--- src/rtl/conv_window_3x3_if.sv ---
// Pixel stream in, 3x3 window stream out, for the window generator.
// Valid-only transfer: in_valid marks a pixel taken on that edge, win_valid a window usable that cycle; no ready either way.
interface conv_window_3x3_if #(
    parameter int DATA_W = 8
);
    logic                  in_valid;
    logic [DATA_W-1:0]     in_pixel;
    logic                  win_valid;
    logic [9*DATA_W-1:0]   window;
    logic                  frame_done;

    modport master (
        output in_valid, in_pixel,
        input  win_valid, window, frame_done
    );

    modport slave (
        input  in_valid, in_pixel,
        output win_valid, window, frame_done
    );
endinterface

--- src/rtl/conv_window_3x3.sv ---
// Streaming 3x3 neighbourhood generator: two line buffers plus a 3x3 shift array,
// emitting only windows that lie entirely inside the image.
module conv_window_3x3 #(
    parameter int DATA_W = 8,
    parameter int IMG_W  = 28,
    parameter int IMG_H  = 28
) (
    input  logic                 clk,
    input  logic                 rst,
    conv_window_3x3_if.slave     bus
);
    localparam int COL_W = $clog2(IMG_W);
    localparam int ROW_W = $clog2(IMG_H);
    localparam logic [COL_W-1:0] COL_LAST = COL_W'(IMG_W - 1);
    localparam logic [ROW_W-1:0] ROW_LAST = ROW_W'(IMG_H - 1);

    logic [COL_W-1:0]      col;
    logic [ROW_W-1:0]      row;
    logic [DATA_W-1:0]     lb0 [0:IMG_W-1];
    logic [DATA_W-1:0]     lb1 [0:IMG_W-1];
    logic [DATA_W-1:0]     win [0:2][0:2];
    logic [DATA_W-1:0]     new_col [0:2];
    logic [9*DATA_W-1:0]   nxt_window;
    logic                  emit;
    logic                  last_pix;

    assign new_col[0] = lb1[col];
    assign new_col[1] = lb0[col];
    assign new_col[2] = bus.in_pixel;

    // Windows whose left columns wrap across a row boundary, or that reach above row 0, are dropped.
    assign emit     = bus.in_valid && (row >= ROW_W'(2)) && (col >= COL_W'(2));
    assign last_pix = (row == ROW_LAST) && (col == COL_LAST);

    // Window as it will look after this pixel shifts in, top-left in the MSBs.
    always_comb begin
        nxt_window = '0;
        for (int r = 0; r < 3; r++) begin
            nxt_window[(8 - 3*r) * DATA_W +: DATA_W] = win[r][1];
            nxt_window[(7 - 3*r) * DATA_W +: DATA_W] = win[r][2];
            nxt_window[(6 - 3*r) * DATA_W +: DATA_W] = new_col[r];
        end
    end

    always_ff @(posedge clk) begin
        if (rst) begin
            col            <= '0;
            row            <= '0;
            bus.win_valid  <= 1'b0;
            bus.frame_done <= 1'b0;
            bus.window     <= '0;
            for (int r = 0; r < 3; r++)
                for (int c = 0; c < 3; c++)
                    win[r][c] <= '0;
        end else begin
            bus.win_valid  <= 1'b0;
            bus.frame_done <= 1'b0;
            if (bus.in_valid) begin
                for (int r = 0; r < 3; r++) begin
                    win[r][0] <= win[r][1];
                    win[r][1] <= win[r][2];
                    win[r][2] <= new_col[r];
                end
                if (emit) begin
                    bus.win_valid  <= 1'b1;
                    bus.window     <= nxt_window;
                    bus.frame_done <= last_pix;
                end
                if (col == COL_LAST) begin
                    col <= '0;
                    row <= (row == ROW_LAST) ? '0 : row + 1'b1;
                end else begin
                    col <= col + 1'b1;
                end
            end
        end
    end

    // Stale contents are harmless: no emitted window reads rows not yet written this frame.
    always_ff @(posedge clk) begin
        if (bus.in_valid && !rst) begin
            lb1[col] <= lb0[col];
            lb0[col] <= bus.in_pixel;
        end
    end
endmodule
--- src/flat_wrapper.sv ---
// flat-port wrapper written by rule: the top's interface ports become plain ports
module conv_window_3x3_flat 
#(
    parameter int DATA_W = 8,
    parameter int IMG_W  = 28,
    parameter int IMG_H  = 28
)
  (clk, rst, bus_in_valid, bus_in_pixel, bus_win_valid, bus_window, bus_frame_done);
  conv_window_3x3_if #(.DATA_W(DATA_W)) bus_i ();
  input  logic clk;
  input  logic rst;
  input wire logic [$bits(bus_i.in_valid)-1:0] bus_in_valid;
  input wire logic [$bits(bus_i.in_pixel)-1:0] bus_in_pixel;
  output wire logic [$bits(bus_i.win_valid)-1:0] bus_win_valid;
  output wire logic [$bits(bus_i.window)-1:0] bus_window;
  output wire logic [$bits(bus_i.frame_done)-1:0] bus_frame_done;
  assign bus_i.in_valid = bus_in_valid;
  assign bus_i.in_pixel = bus_in_pixel;
  assign bus_win_valid = bus_i.win_valid;
  assign bus_window = bus_i.window;
  assign bus_frame_done = bus_i.frame_done;
  conv_window_3x3 #(.DATA_W(DATA_W), .IMG_W(IMG_W), .IMG_H(IMG_H)) u_core (.clk(clk), .rst(rst), .bus(bus_i));
endmodule
--- config.mk ---
export PLATFORM = sky130hd
export DESIGN_NAME = conv_window_3x3_flat
export DESIGN_NICKNAME = d
export VERILOG_FILES = /design/src/rtl/conv_window_3x3_if.sv /design/src/rtl/conv_window_3x3.sv /design/src/flat_wrapper.sv
export SDC_FILE = /design/constraint.sdc
export NUM_CORES = 1
export LEC_CHECK = 0
export BUFFER_PORTS_ARGS = -buffer_cell sky130_fd_sc_hd__buf_2
export CORE_UTILIZATION = 40
export DETAILED_ROUTE_END_ITERATION = 7
export GPL_TIMING_DRIVEN = 0
export SYNTH_ARGS = -nofsm -noshare
export SYNTH_HDL_FRONTEND = slang
export SYNTH_SLANG_ARGS = --single-unit
--- constraint.sdc ---
create_clock -name clk -period 2.75 [get_ports clk]
set_clock_uncertainty 0.15 [all_clocks]
set_input_delay 0.4125 -clock clk [delete_from_list [all_inputs] [get_ports clk]]
set_output_delay 0.4125 -clock clk [all_outputs]
set_load 0.01 [all_outputs]
; Word level (Yosys, flattened, before mapping)
; Memories as Yosys holds them, arrays and structs flattened. A register that Yosys moved wholly into a read port is not among the register bits.
; Cells that the tools add are included.
[totals]
word_cells = 57
out_inout_bits = 74
in_bits = 11
mem_count = 3
ff_bits = 84
ramBits = 520
[memory_table]
columns = name, words, word_bits, read_ports, rd_ports_with_merged_regs, write_ports, line_no
row1 = u_core.lb0, 28, 8, 1, 1, 1, conv_window_3x3.sv:19  ; logic [DATA_W-1:0] lb0 [0:IMG_W-1];
row2 = u_core.lb1, 28, 8, 1, 1, 1, conv_window_3x3.sv:20  ; logic [DATA_W-1:0] lb1 [0:IMG_W-1];
row3 = u_core.win, 3, 24, 3, 0, 3, conv_window_3x3.sv:21  ; logic [DATA_W-1:0] win [0:2][0:2];
[op_classes]
addsub = 2
reduce_logical = 9
bitwise_logic = 11
n_lt_le_gt_ge = 2
eq_ne = 2
mux = 23
[op_table]
columns = cell, count
row1 = $mux W8, 9
row2 = $mux W5, 6
row3 = $add A5 B1 Y5 const B, 2
row4 = $eq A5 B5 Y1 const B, 2
row5 = $ge A5 B2 Y1 const B, 2
row6 = $or A1 B1 Y1, 9
row7 = $mux W1, 8
row8 = $logic_and A1 B1 Y1, 4
row9 = $reduce_and A2 Y1, 2
row10 = $reduce_or A3 Y1, 1
row11 = $not A1 Y1, 2
row12 = $reduce_or A2 Y1, 1
row13 = $logic_not A1 Y1, 1

; Depth between registers and ports, before layout
[logic_depth]
ltp_word = 5
depth_mapped = 10

; Worst setup path before layout
; No wires, ideal clock.
[synth_path]
kind = register to register
startpoint = reg (tool-made name)
endpoint = mem u_core.lb1[0][5], data pin
t_arrival_ns = 2.442
required_time_ns = 2.169
slack_ns = -0.272
path_stages_with_launch = 8
synth_period_minus_slack_ns = 3.022
path_cell_list = dfxtp_1 buf_2 buf_4 nor2_1 clkbuf_1 a22oi_1 a21oi_1 nor3_1
[synth_lines]
columns = element, line_no
row1 = end: declaration, conv_window_3x3.sv:20

==> insert_results.sql <==
INSERT INTO impl_metrics (metric_group, metric, value, unit) VALUES
('synth', 'mappedNetlistNets', '1437', ''),
('power_and_ir_drop', 'power_leakage', '8.890', 'nW'),
('placement', 'place.detailed.instances', '2281', ''),
('synth', 'synth.yosys.warnings', '0', ''),
('clock_tree', 'clock-root-buffer', 'sky130_fd_sc_hd__clkbuf_16', ''),
('placement', 'place_congestion', '0.8065', ''),
('timing', 'post_route_minimum_period', '2.717', 'ns'),
('finish', 'fin_nets', '1633', ''),
('grt', 'first_global_vias', '12610', ''),
('synth', 'postSynthRegisterBits', '585', ''),
('grt', 'grt_first_pass_wirelength', '82970', 'um'),
('status', 'run_status', 'complete, no violations', ''),
('worst_setup_path', 'worst_setup_path_end_kind', 'flip-flop', ''),
('worst_setup_path', 'timing.setup.critical_path_class', 'reg -> reg', ''),
('worst_setup_path', 'worstSetupStartpointType', 'flip-flop', ''),
('floorplanning', 'row_count', '86', ''),
('finish', 'finish.cell_count_without_fillers', '2408', ''),
('floorplanning', 'initial_core_util', '0.4064', ''),
('placement', 'dpl.hpwl', '37400', 'um'),
('clock_tree', 'clock_latency', '0.62', 'ns'),
('detailed_routing', 'post_drt_wl_per_cell', '23.68', 'um'),
('power_and_ir_drop', 'peakVddDrop', '0.0004586', 'V'),
('clock_tree', 'clock_sink_count', '585', ''),
('clock_tree', 'cts_buffer_depth', '3', ''),
('synth', 'synth_compound_area_frac', '0.05110', ''),
('floorplanning', 'die-height', '239.0', 'um'),
('synth', 'synth_simple_gate_area_frac', '0.07209', ''),
('worst_setup_path', 'worst-endpoint-arrival', '2.89', 'ns'),
('timing', 'tns', '0', 'ns'),
('finish', 'layout_filler_cell_count', '4737', ''),
('worst_setup_path', 'rr_endpoint', 'u_core.lb1[10][2]', ''),
('clock_tree', 'number_of_buffers_created_by_cts', '57', ''),
('detailed_routing', 'wl', '57020', 'um'),
('timing', 'fmaxAchievable', '368.1', 'MHz'),
('finish', 'flow.area_growth_from_synthesis', '18.59', '%'),
('synth', 'asyncSetResetFlopFracSynth', '0', ''),
('clock_tree', 'clk_pin_slew', '0.06', 'ns'),
('worst_setup_path', 'timing.critical_path.to', 'u_core.lb1[10][2]', ''),
('detailed_routing', 'vias', '12790', ''),
('worst_setup_path', 'timing.critical_path.fanout_max', '14', ''),
('worst_setup_path', 'r2r.worst_path.cells', '9', ''),
('finish', 'multi_input_area', '0.005433', 'mm2'),
('synth', 'synth-edff-count', '496', ''),
('placement', 'portBuffers', '83', ''),
('worst_setup_path', 'required', '2.93', 'ns'),
('detailed_routing', 'firstDrtPassIters', '5', ''),
('synth', 'yosys.area_share.adder', '0.003340', ''),
('synth', 'syn_area', '0.02248', 'mm2'),
('placement', 'place_worst_setup_slack', '-0.9048', 'ns'),
('grt', 'grt_max_degree', '49', ''),
('timing', 'timing.final.hold_violations', '0', ''),
('min_path', 'holdCritPathClass', 'in -> reg', ''),
('power_and_ir_drop', 'power.density', '689.3', 'mW/mm2'),
('synth', 'portion_of_the_post_synthesis_area_used_by_sequential_elements', '0.7419', ''),
('floorplanning', 'io_pins', '85', ''),
('finish', 'area.sequential', '0.01668', 'mm2'),
('detailed_routing', 'post_drt_via_cell_ratio', '5.312', ''),
('grt', 'grt-ovfl-total', '0', ''),
('timing', 'relSlewSlack', '0.2459', ''),
('floorplanning', 'floorplan.die_area', '0.05714', 'mm2'),
('timing', 'final.setup.worst_slack', '0.03314', 'ns'),
('detailed_routing', 'route.detailed.drc', '0', ''),
('synth', 'largest_family_of_logic_cells_by_synthesized_area', 'multiplexers', ''),
('detailed_routing', 'antenna_left', '0', ''),
('timing', 'rsz_0062_raised_after_global_routing', 'false', ''),
('clock_tree', 'cts_max_level', '2', ''),
('power_and_ir_drop', 'fin_total_pwr', '0.01837', 'W'),
('timing', 'setup_viol', '0', ''),
('synth', 'post_synth_mux_area_share', '0.1078', ''),
('worst_setup_path', 'rrSetupSlack', '0.03', 'ns'),
('timing', 'max_slew.worst_pin.slew', '1.131', 'ns');
-- per-stage QoR --
| stage | instance area [um2] | utilization |
|---|---|---|
| 2_1_floorplan | 22490 | - |
| 6_report | 26660 | 0.4819 |
| 3_5_place_dp | 24470 | 0.4424 |
| 5_1_grt | 26660 | 0.4819 |
| 3_3_place_gp | 23840 | 0.4310 |
| 4_1_cts | 26580 | 0.4805 |
-- flip-flops by register name, indices dropped and copies added, names as in the netlist, named ones only --
register,flops
u_core.col,5
u_core.lb0,224
u_core.bus.frame_done,1
u_core.win,48
u_core.bus.win_valid,1
u_core.bus.window,72
u_core.row,5
u_core.lb1,224
-- synth_stat cells, types with 3 or more instances --
master | instances | area (um2)
sky130_fd_sc_hd__nand2_1 | 166 | 623.1
sky130_fd_sc_hd__nand3_1 | 35 | 175.2
sky130_fd_sc_hd__o211ai_1 | 4 | 30.03
sky130_fd_sc_hd__buf_1 | 4 | 15.01
sky130_fd_sc_hd__dfxtp_1 | 89 | 1782
sky130_fd_sc_hd__a21oi_1 | 92 | 460.4
sky130_fd_sc_hd__a221oi_1 | 6 | 52.55
sky130_fd_sc_hd__a22oi_1 | 40 | 300.3
sky130_fd_sc_hd__or2_2 | 3 | 18.77
sky130_fd_sc_hd__a22o_1 | 13 | 113.9
sky130_fd_sc_hd__a211oi_1 | 6 | 45.04
sky130_fd_sc_hd__o221ai_1 | 3 | 26.28
sky130_fd_sc_hd__ha_1 | 6 | 75.07
sky130_fd_sc_hd__buf_2 | 11 | 55.05
sky130_fd_sc_hd__o2bb2ai_1 | 3 | 26.28
sky130_fd_sc_hd__clkbuf_1 | 36 | 135.1
sky130_fd_sc_hd__mux4_2 | 28 | 630.6
sky130_fd_sc_hd__edfxtp_1 | 496 | 14890
sky130_fd_sc_hd__a211oi_2 | 5 | 62.56
sky130_fd_sc_hd__nor3_1 | 8 | 40.04
sky130_fd_sc_hd__nand2b_1 | 4 | 25.02
sky130_fd_sc_hd__nor2_1 | 70 | 262.8
sky130_fd_sc_hd__buf_6 | 10 | 112.6
sky130_fd_sc_hd__and4_1 | 10 | 87.58
sky130_fd_sc_hd__inv_1 | 8 | 30.03
sky130_fd_sc_hd__buf_4 | 23 | 172.7
sky130_fd_sc_hd__and2_1 | 37 | 231.5
sky130_fd_sc_hd__nor2b_1 | 7 | 43.79
sky130_fd_sc_hd__mux2i_1 | 178 | 1782
-- logic make-up after synthesis --
group	count (synthesis)
flip-flops	585
multiplexers	207
AO/OA/AOI/OAI	175
XOR/XNOR	1
buffers and inverters	93
adder cells (fa/ha/maj)	6
AND/OR/NAND/NOR	353
-- cell type report --
cell class / instances / share of cell area
Multi-Input combinational cell: 742 / 0.2038
Clock inverter: 20 / 0.003802
Timing Repair inverter: 5 / 0.001408
Clock buffer: 83 / 0.06337
Inverter: 9 / 0.001971
Timing Repair Buffer: 133 / 0.04281
Tap cell: 748 / 0.03511
Sequential cell: 585 / 0.6257
Buffer: 83 / 0.02206
-- timing repair --
item,CTS,global route
hold buffers,0,0
buffers inserted,16,4
resized for setup,66,15
gates cloned,5,0
pin swaps,2,4
endpoints found under the setup margin,256,127
-- cell usage in the layout (no fill, tap or decap), drive strengths merged, types with 4 or more instances in the layout --
master      n
a211oi     11
a21oi      92
a221oi      6
a22o       13
a22oi      40
and2       38
and4       10
buf       182
clkbuf    117
clkinv     18
clkinvlp   10
dfxtp      89
edfxtp    496
ha          6
inv         6
mux2i     178
mux4       28
nand2     166
nand2b      5
nand3      35
nor2       71
nor2b       7
nor3        8
o211ai      4
-- critical path, stage by stage, from the launching register on --
cell,delay (ns)
sky130_fd_sc_hd__dfxtp_2,0.43
sky130_fd_sc_hd__buf_6,0.21
sky130_fd_sc_hd__buf_6,0.21
sky130_fd_sc_hd__buf_6,0.21
sky130_fd_sc_hd__mux2i_1,0.22
sky130_fd_sc_hd__a22oi_1,0.10
sky130_fd_sc_hd__nand3_1,0.22
sky130_fd_sc_hd__and4_4,0.35
sky130_fd_sc_hd__clkinvlp_4,0.10
sky130_fd_sc_hd__buf_4,0.20
-- worst min path at each step --
stage          depth (start not counted)             startpoint  slack (ns)                    end
6_report                               3        bus_in_pixel[0]        0.20   u_core.bus.window[0]
5_1_grt                                3        bus_in_pixel[6]        0.21   u_core.bus.window[6]
4_1_cts                                3        bus_in_pixel[0]        0.18   u_core.bus.window[0]
3_5_place_dp                           2  u_core.bus.window[45]        0.29  u_core.bus.window[45]
3_3_place_gp                           2  u_core.bus.window[63]        0.29  u_core.bus.window[63]
2_1_floorplan                          2      u_core.win[0][56]        0.32  u_core.bus.window[16]
-- layer usage --
| layer | GRT usage | wire length [um] |
|---|---|---|
| met1 | 0.2776 | 25090 |
| met2 | 0.3261 | 26800 |
| met3 | 0.03268 | 3544 |
| met4 | 0.06022 | 1581 |
| met5 | 0 | 0 |
-- where the power goes --
part | internal [W] | switching, W | leakage (nW)
Clock | 0.00424 | 0.00325 | 0.893
Sequential | 0.00977 | 0.0000317 | 5.27
Combinational | 0.000384 | 0.000698 | 2.72
Note: power is estimated with default switching activity, not from simulation.
